<file path="config.mk">
export PLATFORM = sky130hd
export DESIGN_NAME = shift_rows_stream
export DESIGN_NICKNAME = d
export VERILOG_FILES = /design/src/rtl/shift_rows_stream.sv
export SDC_FILE = /design/constraint.sdc
export NUM_CORES = 1
export LEC_CHECK = 0
export ABC_AREA = 1
export ABC_CLOCK_PERIOD_IN_PS = 1400
export BUFFER_PORTS_ARGS = -buffer_cell sky130_fd_sc_hd__clkbuf_2
export CAP_MARGIN = 20
export CORE_MARGIN = 3
export CORE_UTILIZATION = 30
export DETAILED_ROUTE_END_ITERATION = 10
export SYNTH_ARGS = -nofsm -noshare
export SYNTH_HDL_FRONTEND = slang
export SYNTH_SLANG_ARGS = --single-unit
</file>
<file path="constraint.sdc">
create_clock -name clk -period 1.4 [get_ports clk]
set_input_delay 0.14 -clock clk [delete_from_list [all_inputs] [get_ports clk]]
set_output_delay 0.14 -clock clk [all_outputs]
set_load 0.03 [all_outputs]
</file>
<file path="src/rtl/shift_rows_stream.sv">
// shift_rows_stream
//
// Pipelined Rijndael ShiftRows stage for the AES round datapath. One state
// block per cycle enters over a valid/ready handshake, is permuted
// combinationally (forward, or inverse when compiled in), and is held in a
// registered output stage backed by one skid register. This lets the stage
// sustain full throughput while in_ready stays a pure register output.
//
// Handshake: a transfer happens on a rising clk edge where valid and ready
// are both 1. The producer holds valid and data until that edge. out_data
// does not change while out_valid=1 and out_ready=0.
//
// Parameters:
//   NB          columns per state (4, 6 or 8); W = 32*NB
// Ports:
//   clk         rising-edge clock
//   reset       synchronous, active-high reset
//   in_valid    in_data / in_inv carry a block
//   in_ready    stage accepts a block this cycle
//   in_data     W-bit state, column-major; byte (r,c) at [W-1-8*(4c+r) -: 8]
//   in_inv      1 = inverse ShiftRows for this block
//   out_valid   out_data holds a transformed block
//   out_ready   downstream accepts out_data this cycle
//   out_data    W-bit transformed state, same byte layout
//
// Build option:
//   SHIFT_ROWS_STREAM_INV_EN  when defined, in_inv selects the inverse
//                             permutation per block. When undefined, only the
//                             forward permutation is built and in_inv is
//                             ignored.

module shift_rows_stream #(
    parameter int NB = 4,
    localparam int W = 32 * NB
) (
    input  logic         clk,
    input  logic         reset,
    input  logic         in_valid,
    output logic         in_ready,
    input  logic [W-1:0] in_data,
    input  logic         in_inv,
    output logic         out_valid,
    input  logic         out_ready,
    output logic [W-1:0] out_data
);

    // Rijndael row offsets: Nb=4/6 use (0,1,2,3), Nb=8 uses (0,1,3,4).
    function automatic int row_off(input int r);
        if (NB == 8 && r == 2) return 3;
        if (NB == 8 && r == 3) return 4;
        return r;
    endfunction

    if (!(NB == 4 || NB == 6 || NB == 8)) begin : g_bad_nb
        $error("shift_rows_stream: NB must be 4, 6 or 8");
    end

    logic [W-1:0] fwd_data;
    logic [W-1:0] xf_data;

    // Pure wiring: every output byte picks one input byte from the same row.
    for (genvar c = 0; c < NB; c++) begin : g_col
        for (genvar r = 0; r < 4; r++) begin : g_row
            localparam int SRC_F = (c + row_off(r)) % NB;
            assign fwd_data[W-1-8*(4*c+r) -: 8] = in_data[W-1-8*(4*SRC_F+r) -: 8];
        end
    end

`ifdef SHIFT_ROWS_STREAM_INV_EN
    logic [W-1:0] inv_data;

    for (genvar c = 0; c < NB; c++) begin : g_icol
        for (genvar r = 0; r < 4; r++) begin : g_irow
            localparam int SRC_I = (c - row_off(r) + NB) % NB;
            assign inv_data[W-1-8*(4*c+r) -: 8] = in_data[W-1-8*(4*SRC_I+r) -: 8];
        end
    end

    // One 2:1 mux per byte in front of the registers.
    assign xf_data = in_inv ? inv_data : fwd_data;
`else
    logic unused_inv;
    assign unused_inv = in_inv;
    assign xf_data    = fwd_data;
`endif

    logic         skid_valid;
    logic [W-1:0] skid_data;
    logic         in_fire;
    logic         out_fire;

    // in_ready depends only on the skid register and reset, never on
    // out_ready, so it does not lengthen the downstream ready path.
    assign in_ready = ~skid_valid & ~reset;
    assign in_fire  = in_valid & in_ready;
    assign out_fire = out_valid & out_ready;

    always_ff @(posedge clk) begin
        if (reset) begin
            out_valid  <= 1'b0;
            out_data   <= '0;
            skid_valid <= 1'b0;
            skid_data  <= '0;
        end else if (out_fire && skid_valid) begin
            // Skid block advances; in_ready was 0 so no input can arrive.
            out_data   <= skid_data;
            skid_valid <= 1'b0;
        end else if (in_fire) begin
            if (!out_valid || out_ready) begin
                // Output register empty or draining this cycle.
                out_data  <= xf_data;
                out_valid <= 1'b1;
            end else begin
                skid_data  <= xf_data;
                skid_valid <= 1'b1;
            end
        end else if (out_fire) begin
            out_valid <= 1'b0;
        end
    end

endmodule

</file>
==> results of run 1 <==
-- timing repair --
action	CTS	global route
resized for setup	34	126
pin swaps	1	32
gates cloned	10	23
hold buffers	131	0
setup endpoints to repair	205	258
hold endpoints to repair	257	0
setup buffers	5	0
-- per-layer routing --
layer  wire length (um)  GRT usage  vias to the layer above
li1                   -          -                     7077
met1              20020     0.2281                     6299
met2              20730     0.3059                      445
met3               3005    0.03955                       70
met4                900    0.05758                        0
met5                  0          0                        -
-- where the power goes --
group / internal (uW) / leakage [uW] / total (uW) / switching, uW
Sequential: 7730 / 0.00211 / 7950 / 220
Clock: 5390 / 0.000567 / 8790 / 3400
Combinational: 1390 / 0.00720 / 3580 / 2190
-- registers in the layout (all words and copies together) (netlist names) --
register / cells
out_data: 128
skid_data: 128
out_valid: 1
skid_valid: 1
-- worst max-delay path by stage --
| stage | from | endpoint | slack (ns) | depth (start not counted) |
|---|---|---|---|---|
| 2_1_floorplan | skid_valid | skid_data[123] | -0.004 | 9 |
| 5_1_grt | skid_valid | skid_data[65] | -0.16 | 9 |
| 3_5_place_dp | out_valid | skid_data[85] | -0.10 | 7 |
| 3_3_place_gp | out_valid | skid_data[23] | -0.07 | 7 |
| 6_report | skid_valid | skid_data[65] | -0.08 | 9 |
| 4_1_cts | skid_valid | skid_data[87] | -0.07 | 9 |
-- cells by family after synthesis --
group                  after synthesis  synth area share
flip-flops                         258            0.4032
AO/OA/AOI/OAI                        2         0.0007814
AND/OR/NAND/NOR                   1419            0.4553
buffers and inverters              414            0.1407
-- stage by stage --
| step | cell area, sq um | hold WS (ns) |
|---|---|---|
| CTS | 17830 | 0.04018 |
| global route | 18740 | 0.07616 |
| finish | 18740 | 0.08242 |
| floorplan | 12860 | 0.2436 |
| global placement | 14910 | 0.4364 |
| detailed placement | 14910 | 0.4401 |
-- worst register-to-register path: stages, from the launching register on --
cell,delay [ns]
sky130_fd_sc_hd__dfxtp_4,0.37
sky130_fd_sc_hd__nor2_4,0.12
sky130_fd_sc_hd__nand2_4,0.08
sky130_fd_sc_hd__nor2_4,0.12
sky130_fd_sc_hd__buf_12,0.16
sky130_fd_sc_hd__buf_16,0.19
sky130_fd_sc_hd__clkbuf_16,0.20
sky130_fd_sc_hd__nand2_2,0.05
sky130_fd_sc_hd__nand2_1,0.05
sky130_fd_sc_hd__nor2_1,0.04
-- Yosys cell counts --
cell and instances:
sky130_fd_sc_hd__nand3_2 1, sky130_fd_sc_hd__buf_1 6, sky130_fd_sc_hd__inv_1 257, sky130_fd_sc_hd__o21ai_0 2
sky130_fd_sc_hd__buf_6 14, sky130_fd_sc_hd__clkbuf_1 61, sky130_fd_sc_hd__nand4_1 128, sky130_fd_sc_hd__clkinv_1 1
sky130_fd_sc_hd__nor2_4 2, sky130_fd_sc_hd__buf_2 55, sky130_fd_sc_hd__nand2_1 644, sky130_fd_sc_hd__nand3_1 129
sky130_fd_sc_hd__buf_4 20, sky130_fd_sc_hd__nor2_1 514, sky130_fd_sc_hd__nand2_2 1, sky130_fd_sc_hd__dfxtp_1 258
-- cell type report --
type	instances	area (sq um)
clock inverter	9	53.80
tap	539	674.4
multi-input combinational	1421	6235
clock buffer	52	1094
fill	4210	23300
timing repair buffer	494	4532
sequential	258	5172
inverter	258	975.9
==> metrics.txt, run 1 <==
# TYPE chip_impl_metric gauge
chip_impl_info{name="crit_type",value="flop to flop"} 1
chip_impl_info{name="critical_path_startpoint_category",value="flop"} 1
chip_impl_metric{name="power.ir.vdd_worst",unit="uV"} 779.5
chip_impl_metric{name="num_io_pins",unit=""} 263
chip_impl_metric{name="detailedRoute.firstIterationViolations",unit=""} 876
chip_impl_info{name="cell_chain_of_the_critical_path",value="nor2_4 -> nand2_4 -> nor2_4 -> buf_12 -> buf_16 -> clkbuf_16 -> nand2_2 -> nand2_1 -> nor2_1"} 1
chip_impl_metric{name="floorplan.die.width",unit="um"} 212.6
chip_impl_metric{name="initial_utilization",unit=""} 0.3047
chip_impl_metric{name="fin_crit",unit="ns"} 1.481
chip_impl_metric{name="maxSlewViolCount",unit=""} 0
chip_impl_metric{name="critPathRequiredTime",unit="ns"} 1.82
chip_impl_metric{name="wl_per_cell",unit="um"} 14.73
chip_impl_metric{name="die_height",unit="um"} 212.6
chip_impl_metric{name="worst-slew-pin-transition",unit="ns"} 0.7078
chip_impl_info{name="crit_path_frequent_cell",value="sky130_fd_sc_hd__nor2_4"} 1
chip_impl_metric{name="wirelength",unit="um"} 44650
chip_impl_metric{name="nets",unit=""} 2600
chip_impl_info{name="timing.hold.worst.start",value="out_ready"} 1
chip_impl_metric{name="cts_num_sinks",unit=""} 258
chip_impl_metric{name="drc",unit=""} 0
chip_impl_metric{name="gpl.final_weighted_congestion",unit=""} 0.7494
chip_impl_metric{name="synthesized_flop_and_latch_total",unit=""} 258
chip_impl_metric{name="hpwlAfterDp",unit="um"} 24320
chip_impl_metric{name="post-place-cells",unit=""} 2801
chip_impl_metric{name="register_area_share_after_synthesis",unit=""} 0.4032
chip_impl_metric{name="ctsHtreeMaxLevel",unit=""} 2
chip_impl_info{name="failed_checks",value="negative setup slack"} 1
chip_impl_info{name="timing.critical_path.max_delay_family",value="buffers and inverters"} 1
chip_impl_metric{name="cts_made_buffers",unit=""} 34
chip_impl_info{name="worst_hold_path.endpoint",value="out_valid"} 1
chip_impl_metric{name="grt_first_pass_wirelength",unit="um"} 66030
chip_impl_metric{name="synth_cell_type_count",unit=""} 16
chip_impl_metric{name="layoutNonFillerInstCount",unit=""} 3031
chip_impl_info{name="outcome",value="finished, violations left"} 1
chip_impl_metric{name="fp-row-count",unit=""} 75
chip_impl_metric{name="min_period_over_period",unit=""} 1.058
chip_impl_metric{name="clock_insertion_delay_worst_skew",unit="ns"} 0.53
chip_impl_info{name="layout_commonest_cell",value="sky130_fd_sc_hd__nand2_1"} 1
chip_impl_metric{name="ant_nets",unit=""} 0
chip_impl_metric{name="cts.reportedPaths.clkPinSlew",unit="ns"} 0.06
chip_impl_metric{name="grt_max_degree",unit=""} 128
chip_impl_metric{name="min_delay_path_depth",unit=""} 4
chip_impl_metric{name="yosysTopAreaCellShare",unit=""} 0.4032
chip_impl_metric{name="final_layout_size_suffix_gt1_frac",unit=""} 0.2119
chip_impl_info{name="yosys-top-cells-area",value="sky130_fd_sc_hd__dfxtp_1, sky130_fd_sc_hd__nand2_1, sky130_fd_sc_hd__nor2_1, sky130_fd_sc_hd__inv_1, sky130_fd_sc_hd__nand4_1"} 1
chip_impl_info{name="clock_tree.root_cell",value="sky130_fd_sc_hd__clkbuf_16"} 1
chip_impl_metric{name="post-place-ws",unit="ns"} -0.1037
chip_impl_metric{name="netlist_area",unit="sq um"} 12810
chip_impl_info{name="mostFrequentLayoutCells",value="sky130_fd_sc_hd__nand2_1, sky130_fd_sc_hd__nor2_1, sky130_fd_sc_hd__clkbuf_2, sky130_fd_sc_hd__inv_1, sky130_fd_sc_hd__dfxtp_1"} 1
chip_impl_metric{name="synth.avg_cell_area",unit="sq um"} 6.120
chip_impl_info{name="cp_slowest_cell",value="sky130_fd_sc_hd__dfxtp_4"} 1
chip_impl_metric{name="floorplan.die_area",unit="sq um"} 45220
chip_impl_metric{name="finalWorstSetupSlack",unit="ns"} -0.08071
chip_impl_metric{name="core_area",unit="sq um"} 42040
chip_impl_metric{name="cts_buffer_depth",unit=""} 3
chip_impl_metric{name="grt.overflow.total",unit=""} 0
chip_impl_metric{name="synth_cells",unit=""} 2093
chip_impl_metric{name="timing_hold_violations_final",unit=""} 0
chip_impl_info{name="r2r-start",value="skid_valid"} 1
chip_impl_metric{name="setup_viol",unit=""} 192
chip_impl_metric{name="critPathMaxStageDelay",unit="ns"} 0.37
chip_impl_metric{name="number_of_nets_in_the_synthesized_netlist",unit=""} 2226
chip_impl_metric{name="route.detailed.vias_per_inst",unit=""} 4.583
chip_impl_metric{name="route.vias.total",unit=""} 13890
chip_impl_info{name="worstReg2RegEnd",value="skid_data[65]"} 1
chip_impl_metric{name="synth_warnings",unit=""} 0
chip_impl_metric{name="power.static_leakage",unit="uW"} 0.009877
chip_impl_metric{name="relSlewSlack",unit=""} 0.5281
chip_impl_metric{name="power.density",unit="nW/um^2"} 1085
chip_impl_info{name="worst_setup_path_end_kind",value="flop"} 1
chip_impl_metric{name="finish.utilization",unit=""} 0.4457
chip_impl_metric{name="crit_path_max_fanout",unit=""} 9
chip_impl_metric{name="grt_antenna_before_repair",unit=""} 0
chip_impl_metric{name="regToRegSetupSlack",unit="ns"} -0.08
chip_impl_info{name="cts_tree",value="done"} 1
chip_impl_metric{name="tns",unit="ns"} -6.058
chip_impl_metric{name="dr.pass1.iters",unit=""} 5
chip_impl_metric{name="area.growth.synth_to_final",unit="%"} 46.27
chip_impl_metric{name="r2r_cells",unit=""} 9
chip_impl_info{name="synth_top_cell_by_area",value="sky130_fd_sc_hd__dfxtp_1"} 1
chip_impl_metric{name="critical_path.n_buffers_inverters",unit=""} 3
chip_impl_info{name="hold_removal_path_class",value="primary input to flop"} 1
chip_impl_metric{name="worst_clock_skew",unit="ns"} 0.01851
chip_impl_metric{name="placement.io_buffers",unit=""} 261
chip_impl_metric{name="cp.arrival",unit="ns"} 1.90
chip_impl_metric{name="num_antenna_cells",unit=""} 0
chip_impl_metric{name="finalPower",unit="uW"} 20320
chip_impl_info{name="rsz_0062_raised_after_global_routing",value="yes"} 1
chip_impl_metric{name="grt_usage",unit=""} 0.1802
chip_impl_metric{name="via_count_of_the_first_global_routing_pass",unit=""} 12850
chip_impl_metric{name="drv_cap",unit=""} 0
chip_impl_metric{name="fmax",unit="GHz"} 0.6754
Power figures use the tool's default switching activity.
==> run 2, diff against run 1 <==
Settings changed: CORE_UTILIZATION 30 to 42.
==> metrics.txt, run 2 (same netlist as run 1, synthesis figures left out) <==
# TYPE chip_impl_metric gauge
chip_impl_metric{name="wirelength",unit="um"} 44470
chip_impl_info{name="cp_slowest_cell",value="sky130_fd_sc_hd__dfxtp_4"} 1
chip_impl_metric{name="grt_first_pass_wirelength",unit="um"} 63500
chip_impl_metric{name="final_layout_size_suffix_gt1_frac",unit=""} 0.2563
chip_impl_metric{name="floorplan.die_area",unit="sq um"} 32630
chip_impl_info{name="hold_removal_path_class",value="primary input to flop"} 1
chip_impl_metric{name="ant_nets",unit=""} 0
chip_impl_info{name="mostFrequentLayoutCells",value="sky130_fd_sc_hd__nand2_1, sky130_fd_sc_hd__nor2_1, sky130_fd_sc_hd__clkbuf_2, sky130_fd_sc_hd__inv_1, sky130_fd_sc_hd__dfxtp_1"} 1
chip_impl_info{name="layout_commonest_cell",value="sky130_fd_sc_hd__nand2_1"} 1
chip_impl_metric{name="setup_viol",unit=""} 230
chip_impl_metric{name="finalWorstSetupSlack",unit="ns"} -0.07875
chip_impl_metric{name="power.ir.vdd_worst",unit="uV"} 977.0
chip_impl_metric{name="wl_per_cell",unit="um"} 15.37
chip_impl_metric{name="critical_path.n_buffers_inverters",unit=""} 3
chip_impl_metric{name="met2WireLength",unit="um"} 20990
chip_impl_info{name="timing.critical_path.max_delay_family",value="buffers and inverters"} 1
chip_impl_metric{name="fillers",unit=""} 2646
chip_impl_metric{name="grt.overflow.total",unit=""} 0
chip_impl_info{name="clock_tree.root_cell",value="sky130_fd_sc_hd__clkbuf_16"} 1
chip_impl_metric{name="grt_max_degree",unit=""} 92
chip_impl_info{name="highest_layer",value="met5"} 1
chip_impl_info{name="critical_path_startpoint_category",value="flop"} 1
chip_impl_metric{name="worst_clock_skew",unit="ns"} 0.005850
chip_impl_info{name="rsz_0062_raised_after_global_routing",value="yes"} 1
chip_impl_metric{name="num_io_pins",unit=""} 263
chip_impl_metric{name="relSlewSlack",unit=""} 0.6481
chip_impl_metric{name="detailroute.wirelength.met3",unit="um"} 2571
chip_impl_metric{name="core_area",unit="sq um"} 29870
chip_impl_metric{name="grt_usage",unit=""} 0.2271
chip_impl_metric{name="min_period_over_period",unit=""} 1.056
chip_impl_metric{name="worst-slew-pin-transition",unit="ns"} 0.5278
chip_impl_metric{name="area.growth.synth_to_final",unit="%"} 49.43
chip_impl_metric{name="drv_cap",unit=""} 0
chip_impl_info{name="reg_top3",value="out_data (128), skid_data (128)"} 1
chip_impl_metric{name="critPathRequiredTime",unit="ns"} 1.88
chip_impl_metric{name="cts_made_buffers",unit=""} 30
chip_impl_info{name="crit_type",value="flop to flop"} 1
chip_impl_metric{name="via_count_of_the_first_global_routing_pass",unit=""} 12570
chip_impl_metric{name="initial_utilization",unit=""} 0.4288
chip_impl_metric{name="finish.utilization",unit=""} 0.6407
chip_impl_metric{name="fp-row-count",unit=""} 63
chip_impl_info{name="outcome",value="finished, violations left"} 1
chip_impl_metric{name="detail_route.wirelength.met1",unit="um"} 20060
chip_impl_metric{name="gpl.final_weighted_congestion",unit=""} 0.7641
chip_impl_info{name="failed_checks",value="negative setup slack"} 1
chip_impl_metric{name="hpwlAfterDp",unit="um"} 22460
chip_impl_metric{name="critPathMaxStageDelay",unit="ns"} 0.36
chip_impl_info{name="cts_tree",value="done"} 1
chip_impl_info{name="worst_setup_path_end_kind",value="flop"} 1
chip_impl_metric{name="fmax",unit="GHz"} 0.6762
chip_impl_metric{name="clock_insertion_delay_worst_skew",unit="ns"} 0.55
chip_impl_metric{name="dr.pass1.iters",unit=""} 7
chip_impl_metric{name="power.density",unit="nW/um^2"} 1017
chip_impl_metric{name="die_height",unit="um"} 180.6
chip_impl_metric{name="detailedRoute.firstIterationViolations",unit=""} 954
chip_impl_metric{name="placement.io_buffers",unit=""} 261
chip_impl_metric{name="route.vias.total",unit=""} 14080
chip_impl_metric{name="timing_hold_violations_final",unit=""} 0
chip_impl_metric{name="grt_antenna_before_repair",unit=""} 3
chip_impl_metric{name="whs",unit="ns"} 0.09434
chip_impl_metric{name="fin_crit",unit="ns"} 1.479
chip_impl_metric{name="cp.arrival",unit="ns"} 1.95
chip_impl_metric{name="route.detailed.vias_per_inst",unit=""} 4.868
chip_impl_metric{name="cts.reportedPaths.clkPinSlew",unit="ns"} 0.06
chip_impl_metric{name="ctsHtreeMaxLevel",unit=""} 1
chip_impl_metric{name="power.static_leakage",unit="uW"} 0.01026
chip_impl_metric{name="nets",unit=""} 2615
chip_impl_metric{name="maxSlewViolCount",unit=""} 0
chip_impl_metric{name="drc",unit=""} 0
chip_impl_metric{name="cts_buffer_depth",unit=""} 3
chip_impl_metric{name="cts_num_sinks",unit=""} 258
chip_impl_metric{name="crit_path_max_fanout",unit=""} 13
chip_impl_metric{name="floorplan.die.width",unit="um"} 180.6
chip_impl_info{name="cell_chain_of_the_critical_path",value="nor2_4 -> nand2_4 -> nor2_4 -> buf_12 -> clkbuf_16 -> clkbuf_16 -> nor2_1 -> nor2_1"} 1
==> run 2: final timing paths <==
path | from | endpoint | slack, ns | cells past startpoint
setup / recovery | skid_valid | skid_data[53] | -0.08 | 8
hold / removal | in_valid | out_valid | 0.09 | 4
setup reg to reg | skid_valid | skid_data[53] | -0.08 | 8
hold reg to reg | skid_data[14] | skid_data[14] | 0.47 | 2
==> run 2: routing by layer <==
metal  up-vias  GRT usage
met3        67    0.03290
met4         2    0.04698
li1       7115          -
met5         -          0
met2       412     0.3853
met1      6486     0.3088
==> run 2: final cells by class <==
class | instances | area [sq um] | area share
Multi-Input combinational cell | 1421 | 6679 | 0.3489
Sequential cell | 258 | 5172 | 0.2702
Clock inverter | 3 | 18.77 | 0.0009805
Tap cell | 390 | 488.0 | 0.02549
Antenna cell | 2 | 5.005 | 0.0002615
Timing Repair Buffer | 513 | 4872 | 0.2545
Clock buffer | 48 | 930.9 | 0.04863
Inverter | 258 | 975.9 | 0.05098
==> run 2: what timing repair did <==
item,4_1_cts,5_1_grt
hold endpoints to repair,256,0
setup endpoints to repair,136,258
cloned,4,41
resized for setup,22,256
pin swaps,7,52
hold buffers,129,0
buffers inserted,11,4
==> run 2: worst register-to-register path: cells and delay by family, from the launching register on <==
| family | cells | cell delay [ns] |
|---|---|---|
| simple gates | 5 | 0.51 |
| buf+inv | 3 | 0.55 |
| flops | 1 | 0.36 |
==> run 2: per-stage QoR <==
step | cells | setup slack, ns | total power [uW] | setup TNS (ns) | area, sq um
after floorplan | 2093 | -0.004420 | 10070 | -0.1935 | 12860
after global placement | 2651 | -0.02734 | 11030 | -1.053 | 14700
after detailed placement | 2651 | -0.06163 | 11060 | -4.422 | 14700
after CTS | 2846 | -0.05721 | 19090 | -1.308 | 17300
after global routing | 2893 | -0.1251 | 20290 | -21.97 | 19140
final | 2893 | -0.07875 | 19470 | -7.534 | 19140
==> run 2: report_power, final <==
part	internal, uW	switching [uW]
combinational	1580	2320
sequential	7730	230
clock	4500	3110
total	13800	5660
